$ cat src/rtl/uart_boot_loader.sv
// UART receiver feeding a boot loader that writes a checksummed image into instruction memory
// and holds the CPU in reset until the image is verified.
module uart_boot_loader #(
  parameter int unsigned CLKS_PER_BIT = 868,
  parameter int unsigned IMEM_WORDS   = 64,
  localparam int unsigned AW = (IMEM_WORDS > 1) ? $clog2(IMEM_WORDS) : 1
) (
  input  logic          clk,
  input  logic          rst,
  input  logic          uart_rx,
  output logic          imem_we,
  output logic [AW-1:0] imem_addr,
  output logic [31:0]   imem_wdata,
  output logic          cpu_hold,
  output logic          boot_done,
  output logic          boot_err
);

  localparam int unsigned CW = $clog2(CLKS_PER_BIT);
  localparam logic [CW-1:0] HalfCnt = CW'(CLKS_PER_BIT / 2 - 1);
  localparam logic [CW-1:0] FullCnt = CW'(CLKS_PER_BIT - 1);

  // rx_prev_q trails the synchronizer by one cycle for falling-edge detection
  logic rx_meta_q, rx_sync_q, rx_prev_q;

  always_ff @(posedge clk or posedge rst) begin
    if (rst) begin
      rx_meta_q <= 1'b1;
      rx_sync_q <= 1'b1;
      rx_prev_q <= 1'b1;
    end else begin
      rx_meta_q <= uart_rx;
      rx_sync_q <= rx_meta_q;
      rx_prev_q <= rx_sync_q;
    end
  end

  typedef enum logic [1:0] {RxIdle, RxStart, RxBits, RxStop} rx_state_e;

  rx_state_e       rx_state_q;
  logic [CW-1:0]   rx_cnt_q;
  logic [2:0]      rx_bit_q;
  logic [7:0]      rx_shift_q;

  always_ff @(posedge clk or posedge rst) begin
    if (rst) begin
      rx_state_q <= RxIdle;
      rx_cnt_q   <= '0;
      rx_bit_q   <= '0;
      rx_shift_q <= '0;
    end else begin
      unique case (rx_state_q)
        RxIdle: begin
          if (rx_prev_q && !rx_sync_q) begin
            rx_state_q <= RxStart;
            rx_cnt_q   <= '0;
          end
        end
        RxStart: begin
          if (rx_cnt_q == HalfCnt) begin
            rx_cnt_q   <= '0;
            rx_bit_q   <= '0;
            rx_state_q <= rx_sync_q ? RxIdle : RxBits;
          end else begin
            rx_cnt_q <= rx_cnt_q + 1'b1;
          end
        end
        RxBits: begin
          if (rx_cnt_q == FullCnt) begin
            rx_cnt_q   <= '0;
            rx_shift_q <= {rx_sync_q, rx_shift_q[7:1]};
            rx_bit_q   <= rx_bit_q + 1'b1;
            if (rx_bit_q == 3'd7) rx_state_q <= RxStop;
          end else begin
            rx_cnt_q <= rx_cnt_q + 1'b1;
          end
        end
        RxStop: begin
          if (rx_cnt_q == FullCnt) begin
            rx_cnt_q   <= '0;
            rx_state_q <= RxIdle;
          end else begin
            rx_cnt_q <= rx_cnt_q + 1'b1;
          end
        end
        default: rx_state_q <= RxIdle;
      endcase
    end
  end

  // Single-cycle strobe at the stop-bit sample; the stop level decides good byte vs framing error
  logic byte_valid, byte_ok, byte_bad;
  assign byte_valid = (rx_state_q == RxStop) && (rx_cnt_q == FullCnt);
  assign byte_ok    = byte_valid && rx_sync_q;
  assign byte_bad   = byte_valid && !rx_sync_q;

  typedef enum logic [2:0] {LdSync, LdCount, LdData, LdCheck, LdDone, LdErr} ld_state_e;

  ld_state_e   ld_state_q;
  logic [7:0]  word_cnt_q;
  logic [1:0]  byte_idx_q;
  logic [23:0] word_q;
  logic [7:0]  csum_q;
  logic        last_word;

  assign last_word = (int'(imem_addr) + 1) == int'(word_cnt_q);

  always_ff @(posedge clk or posedge rst) begin
    if (rst) begin
      ld_state_q <= LdSync;
      word_cnt_q <= '0;
      byte_idx_q <= '0;
      word_q     <= '0;
      csum_q     <= '0;
      imem_we    <= 1'b0;
      imem_addr  <= '0;
      imem_wdata <= '0;
      cpu_hold   <= 1'b1;
      boot_done  <= 1'b0;
      boot_err   <= 1'b0;
    end else begin
      imem_we <= 1'b0;
      unique case (ld_state_q)
        LdSync: begin
          if (byte_ok && rx_shift_q == 8'hA5) begin
            ld_state_q <= LdCount;
            csum_q     <= '0;
            imem_addr  <= '0;
            byte_idx_q <= '0;
          end
        end
        LdCount: begin
          if (byte_bad || (byte_ok && (rx_shift_q == 8'd0 || {24'd0, rx_shift_q} > IMEM_WORDS)))
          begin
            ld_state_q <= LdErr;
            boot_err   <= 1'b1;
          end else if (byte_ok) begin
            word_cnt_q <= rx_shift_q;
            ld_state_q <= LdData;
          end
        end
        LdData: begin
          // Address advances the cycle after each write; leave only once the last word is out
          if (imem_we) begin
            imem_addr <= imem_addr + 1'b1;
            if (last_word) ld_state_q <= LdCheck;
          end else if (byte_bad) begin
            ld_state_q <= LdErr;
            boot_err   <= 1'b1;
          end else if (byte_ok) begin
            csum_q     <= csum_q ^ rx_shift_q;
            word_q     <= {word_q[15:0], rx_shift_q};
            byte_idx_q <= byte_idx_q + 1'b1;
            if (byte_idx_q == 2'd3) begin
              imem_we    <= 1'b1;
              imem_wdata <= {word_q, rx_shift_q};
            end
          end
        end
        LdCheck: begin
          if (byte_ok && rx_shift_q == csum_q) begin
            ld_state_q <= LdDone;
            boot_done  <= 1'b1;
            cpu_hold   <= 1'b0;
          end else if (byte_valid) begin
            ld_state_q <= LdErr;
            boot_err   <= 1'b1;
          end
        end
        LdDone: ;
        LdErr: begin
          if (byte_ok && rx_shift_q == 8'hA5) begin
            ld_state_q <= LdCount;
            boot_err   <= 1'b0;
            imem_addr  <= '0;
            csum_q     <= '0;
            byte_idx_q <= '0;
          end
        end
        default: ld_state_q <= LdSync;
      endcase
    end
  end

endmodule

$ cat config.mk
export PLATFORM = sky130hd
export DESIGN_NAME = uart_boot_loader
export DESIGN_NICKNAME = d
export VERILOG_FILES = /design/src/rtl/uart_boot_loader.sv
export SDC_FILE = /design/constraint.sdc
export NUM_CORES = 1
export LEC_CHECK = 0
export ABC_AREA = 0
export BUFFER_PORTS_ARGS = -buffer_cell sky130_fd_sc_hd__clkbuf_2
export CAP_MARGIN = 30
export CORE_MARGIN = 2
export CORE_UTILIZATION = 35
export DETAILED_ROUTE_END_ITERATION = 10
export PLACE_DENSITY_LB_ADDON = 0.12
export SLEW_MARGIN = 15
export SYNTH_ARGS = -nofsm -noshare
export SYNTH_HDL_FRONTEND = slang
export SYNTH_SLANG_ARGS = --single-unit
$ cat constraint.sdc
create_clock -name clk -period 3.5 [get_ports clk]
set_input_delay 0.175 -clock clk [delete_from_list [all_inputs] [get_ports clk]]
set_output_delay 0.175 -clock clk [all_outputs]
set_load 0.005 [all_outputs]
* Yosys cells after proc, flatten, opt, wreduce, memory -nomap -nowiden
Index checks and enable logic that the tools add are counted.
** Storage, ports and cells
- Register bits :: 113
- Bits of input ports :: 3
- Output and inout port bits :: 42
- Word-level logic and storage cells :: 140
** Operators by class
- Add/sub/neg operators :: 5
- Magnitude comparators :: 1
- Equal/unequal tests :: 34
- Mux-type cells :: 48
- Bitwise operators :: 5
- Reductions and logical operators :: 29
** Operators with widths (number)
- 8-bit 2-to-1 mux :: 4
- 10-bit 2-to-1 mux :: 3
- 3-bit 2-to-1 mux :: 10
- 10-bit one-hot mux with 3 select lines :: 1
- 2-bit != test, second input constant :: 14
- 2-bit 2-to-1 mux :: 10
- 8-bit one-hot mux with 2 select lines :: 1
- 3-bit one-hot mux with 5 select lines :: 1
- 5-bit AND reduction :: 3
- 6-bit 2-to-1 mux :: 2
- 3-bit != test, second input constant :: 4
- 6-bit one-hot mux with 2 select lines :: 1
- 1-bit 2-to-1 mux :: 11
- 10-bit by 1-bit adder with 10-bit output, second input constant :: 1
- 10-bit equality test, second input constant :: 1
- 10-bit by 9-bit equality test with 1-bit output, second input constant :: 1
- 3-bit equality test, second input constant :: 3
- 3-bit AND reduction :: 3
- 7-bit by 8-bit equality test with 1-bit output :: 1
- 8-bit equality test :: 1
- 8-bit equality test, second input constant :: 1
- 8-bit by 7-bit > comparator with 1-bit output, second input constant :: 1
- 8-bit logical NOT :: 1
- 2-bit one-hot mux with 4 select lines :: 1
- other kinds (26) :: 42

* Depth between registers and ports, before layout
- Word-level depth :: 7
- Mapped depth :: 9
- Mapped depth without buffers :: 8

* Least setup slack after synthesis
OpenSTA, ideal clock, no wires.
- Kind :: register to register
- Start :: register rx_cnt_q[0]
- End :: register imem_addr[1]
- Library setup time :: 0.128 ns
- Data arrival time :: 2.186 ns
- Data required time :: 3.372 ns
- Path slack :: 1.187 ns
- Stages on the path, launching flop included :: 8
- Path buffers :: 0
- Period minus slack after synthesis :: 2.313 ns
- Path through :: dfrtp_1 > ha_1 > or3b_1 > nor4_4 > nand3_1 > nor4b_2 > o21bai_4 > mux2_1
** Between the ends
- Longest elaborated chain between the ends :: 6
** RTL lines
- start: declaration :: line 41 : logic [CW-1:0] rx_cnt_q;
- start signal: assignment :: line 65 : rx_cnt_q <= rx_cnt_q + 1'b1;
- start signal: assignment :: line 75 : rx_cnt_q <= rx_cnt_q + 1'b1;
- start signal: assignment :: line 83 : rx_cnt_q <= rx_cnt_q + 1'b1;
- 10-bit equality test :: line 93 : assign byte_valid = (rx_state_q == RxStop) && (rx_cnt_q == FullCnt);
- 1-bit logical AND :: line 93
- 1-bit logical AND :: line 94 : assign byte_ok = byte_valid && rx_sync_q;
- 1-bit logical AND :: line 125, 172
- 2-bit by 1-bit != test with 1-bit output (no source line)
- 3-bit AND reduction (no source line)
- end signal: assignment :: line 145 : imem_addr <= imem_addr + 1'b1;
- end: declaration :: line 12 : output logic [AW-1:0] imem_addr,
Every way passes these cells.
A chain may end at the register's enable or synchronous reset.

* Worst setup path after layout
- Start :: register rx_cnt_q[0]
- End :: register csum_q[1]
** Between the ends
- Longest elaborated chain between the ends :: 6
- Elaborated cells between the ends (all ways) :: 9
- Those cells by class :: 4 x eq/ne; 5 x reduce/logical
** RTL lines
- 10-bit equality test * :: line 93
- 1-bit logical AND * :: line 93
- 1-bit logical AND :: line 94
- 1-bit logical AND :: line 125, 172
- 2-bit by 1-bit != test with 1-bit output (no source line)
- 5-bit AND reduction (no source line) *
- end signal: assignment :: line 151 : csum_q <= csum_q ^ rx_shift_q;
- end: declaration :: line 103 : logic [7:0] csum_q;
Mark *: on every way between the ends. The rest lies on a longest branch, timed or not.

==> results.md <==
- TritonCTS clock tree: yes
- Static Leak: 3.18 nW
- Final global-route overflow total: 0
- Die Y: 127 µm
- Vias in the first global route: 3426
- Post-synth top flop: dfrtp_1
- Unrepaired setup endpoints after global routing: false
- Clock slew at reported path FFs: 0.05 ns
- Fin crit share: 76.3%
- IO Pins: 45
- DR vias: 3603
- Place WS: 0.846 ns
- Setup ws final: 0.829 ns
- Pre-antenna DRT Iters: 4
- Placer Congestion: 0.783
- CTS Buf Count: 17
- Layout cell share with drive strength beyond 1: 26.3%
- Total die area: 16100 µm²
- First-pass GRT wire length: 17.9 mm
- Post-synth ARST share: 100%
- Register area share after synthesis: 53.7%
- Post-synthesis net count: 493
- DRC Markers: 0
- Slew headroom: 55.5%
- Initial DRC count: 138
- Mapped Area: 5280 µm²
- Yosys reg bits: 113
- Status: complete, no violations
- Antenna Diode Count: 0
- Pin count of the biggest net entering global routing: 74
- CP endpoint kind: flop
- Fmax: 374 MHz
- CP Capture Point: csum_q[1]
- R2R setup slack: 0.83 ns
- Slew of the pin with the lowest slew margin: 0.667 ns
- Initial antenna violation count: 0
- Post-route ant nets: 0
- Nets: 539
- CTS sink count: 113
- Cell variety after synth: 56
- Post-synth EDFFs: 0
- Max-slew violations: 0
- Power, Total: 3.12 mW
- CP Launch Type: flop
- CP Data Required Time: 3.77 ns
- Fin Clk Skew: 0.00683 ns
- Clk buf depth: 2
- Root Driver: clkbuf_16
- Pwr per Cell Area: 500 nW/µm²
- Gr usage total: 14.1%
- Commonest non-fill, non-tap cell in the layout: dfrtp_1
- Fill cells: 1397
- Worst reg2reg path depth: 8
- Critical R2R Launch: rx_cnt_q[0]
- MaxCap Viol Count: 0
- Routed length per instance: 14.9 µm
- WL final: 10.8 mm
- Worst Path Max Fanout: 27
- Most frequent cells in the layout: dfrtp_1 (109), nand2_1 (94), clkbuf_2 (44)
- Setup crit start: rx_cnt_q[0]
- Die width: 127 µm
- Final setup fails: 0
- # H-tree levels: 4
- Vias/cell: 4.96
- Initial core utilization: 36.0%
- Core Area: 14600 µm²
- Rows: 44
- Area Growth Syn to Fin: 18.1%
- IO buf count: 44
- Post-Syn Instances: 484
- Final hold violations: 0
- Final Instance Count excl. Fillers: 727
- End of the worst register-to-register path: csum_q[1]
- Maximum VDD drop: 379 µV
- Ys Warns: 0
- Crit path kind: flop to flop
- CTS resizes: 0
- Inst Count DP: 692
- Worst min path class: input port to asynchronous set/reset pin
- Final setup TNS: 0 ns
- Tmin final: 2.67 ns
- Crit path DAT: 2.94 ns
- Worst-Skew Late Latency: 0.41 ns
- Syn_area_per_cell: 10.9 µm²
- DP Wirelength: 6.93 mm
per-layer routing:
metal,global-route usage [%],up-vias,routed length (µm)
met4,3.62,0,93
met3,4.43,7,365
met5,0,-,0
li1,-,1772,-
met1,20.3,1773,5610
met2,20.7,51,4730
flip-flops by register name, summed over array words and instances, names as in the netlist, 2 cells and up, named ones only:
register / count
ld_state_q: 3
rx_cnt_q: 10
imem_addr: 6
word_cnt_q: 8
byte_idx_q: 2
rx_shift_q: 8
word_q: 24
rx_bit_q: 3
csum_q: 8
imem_wdata: 32
metrics by stage:
step | area, µm² | hold slack, ns | util (%)
final | 6230 | 0.333 | 42.6
after global routing | 6230 | 0.363 | 42.6
after CTS | 6200 | 0.0125 | 42.4
after detailed placement | 5650 | 0.264 | 38.6
after global placement | 5650 | 0.262 | 38.6
after floorplan | 5280 | 0.179 | -
power by group:
group,internal [mW],switching (mW)
Clock,0.940,0.614
Combinational,0.0658,0.112
Sequential,1.34,0.0399
how the worst min path moves through the flow:
stage                   start            end  slack, ns  cells past startpoint
finish                    rst  imem_wdata[7]       0.33                      3
detailed placement    uart_rx      rx_meta_q       0.26                      1
floorplan             uart_rx      rx_meta_q       0.18                      0
global placement      uart_rx      rx_meta_q       0.26                      1
global route        rx_meta_q      rx_sync_q       0.36                      0
CTS                       rst  imem_wdata[8]       0.01                      2
area by class of cell:
cell class | instances | area (µm²) | area share, %
flip-flops and latches | 113 | 2830 | 45.4
multi-input cells | 335 | 2270 | 36.4
clock buffers | 20 | 457 | 7.33
repair buffers | 53 | 318 | 5.10
well taps | 184 | 230 | 3.69
clock inverters | 12 | 85.1 | 1.36
inverters | 10 | 40.0 | 0.642
repair_timing:
action,CTS,global route
hold buffers,1,1
endpoints found under the hold margin,1,26
buffers inserted,0,0
worst max-delay path, cell delays in order, from the launching register on:
cell and delay [ns]:
dfrtp_1 0.40, ha_1 0.23, or3b_1 0.46, nor4_4 0.31, and2_1 0.26, buf_4 0.33
a21oi_1 0.22, o21ai_0 0.22, o21ai_0 0.10
cells in the mapped netlist (all sizes together), types with 9 or more instances:
library cell | number | area share, %
buf | 9 | 1.4
o21ai | 34 | 3.3
nand2 | 95 | 6.9
nor2 | 26 | 1.8
nand3 | 10 | 0.95
dfrtp | 109 | 52
a21oi | 15 | 1.4
mux2 | 49 | 13
inv | 10 | 0.71
nand2b | 9 | 1.1
clkbuf | 17 | 1.2
kinds of logic (layout without fill, tap and decap cells):
family / after synthesis / count (layout) / synth area share [%]
compound gates: 77 / 77 / 9.13
xor+xnor: 14 / 14 / 2.32
fa+ha+maj: 7 / 7 / 1.61
buf+inv: 36 / 95 / 3.27
flops: 113 / 113 / 53.7
mux: 52 / 52 / 13.1
simple gates: 185 / 185 / 16.9
Note: power is estimated with default switching activity, not from simulation.
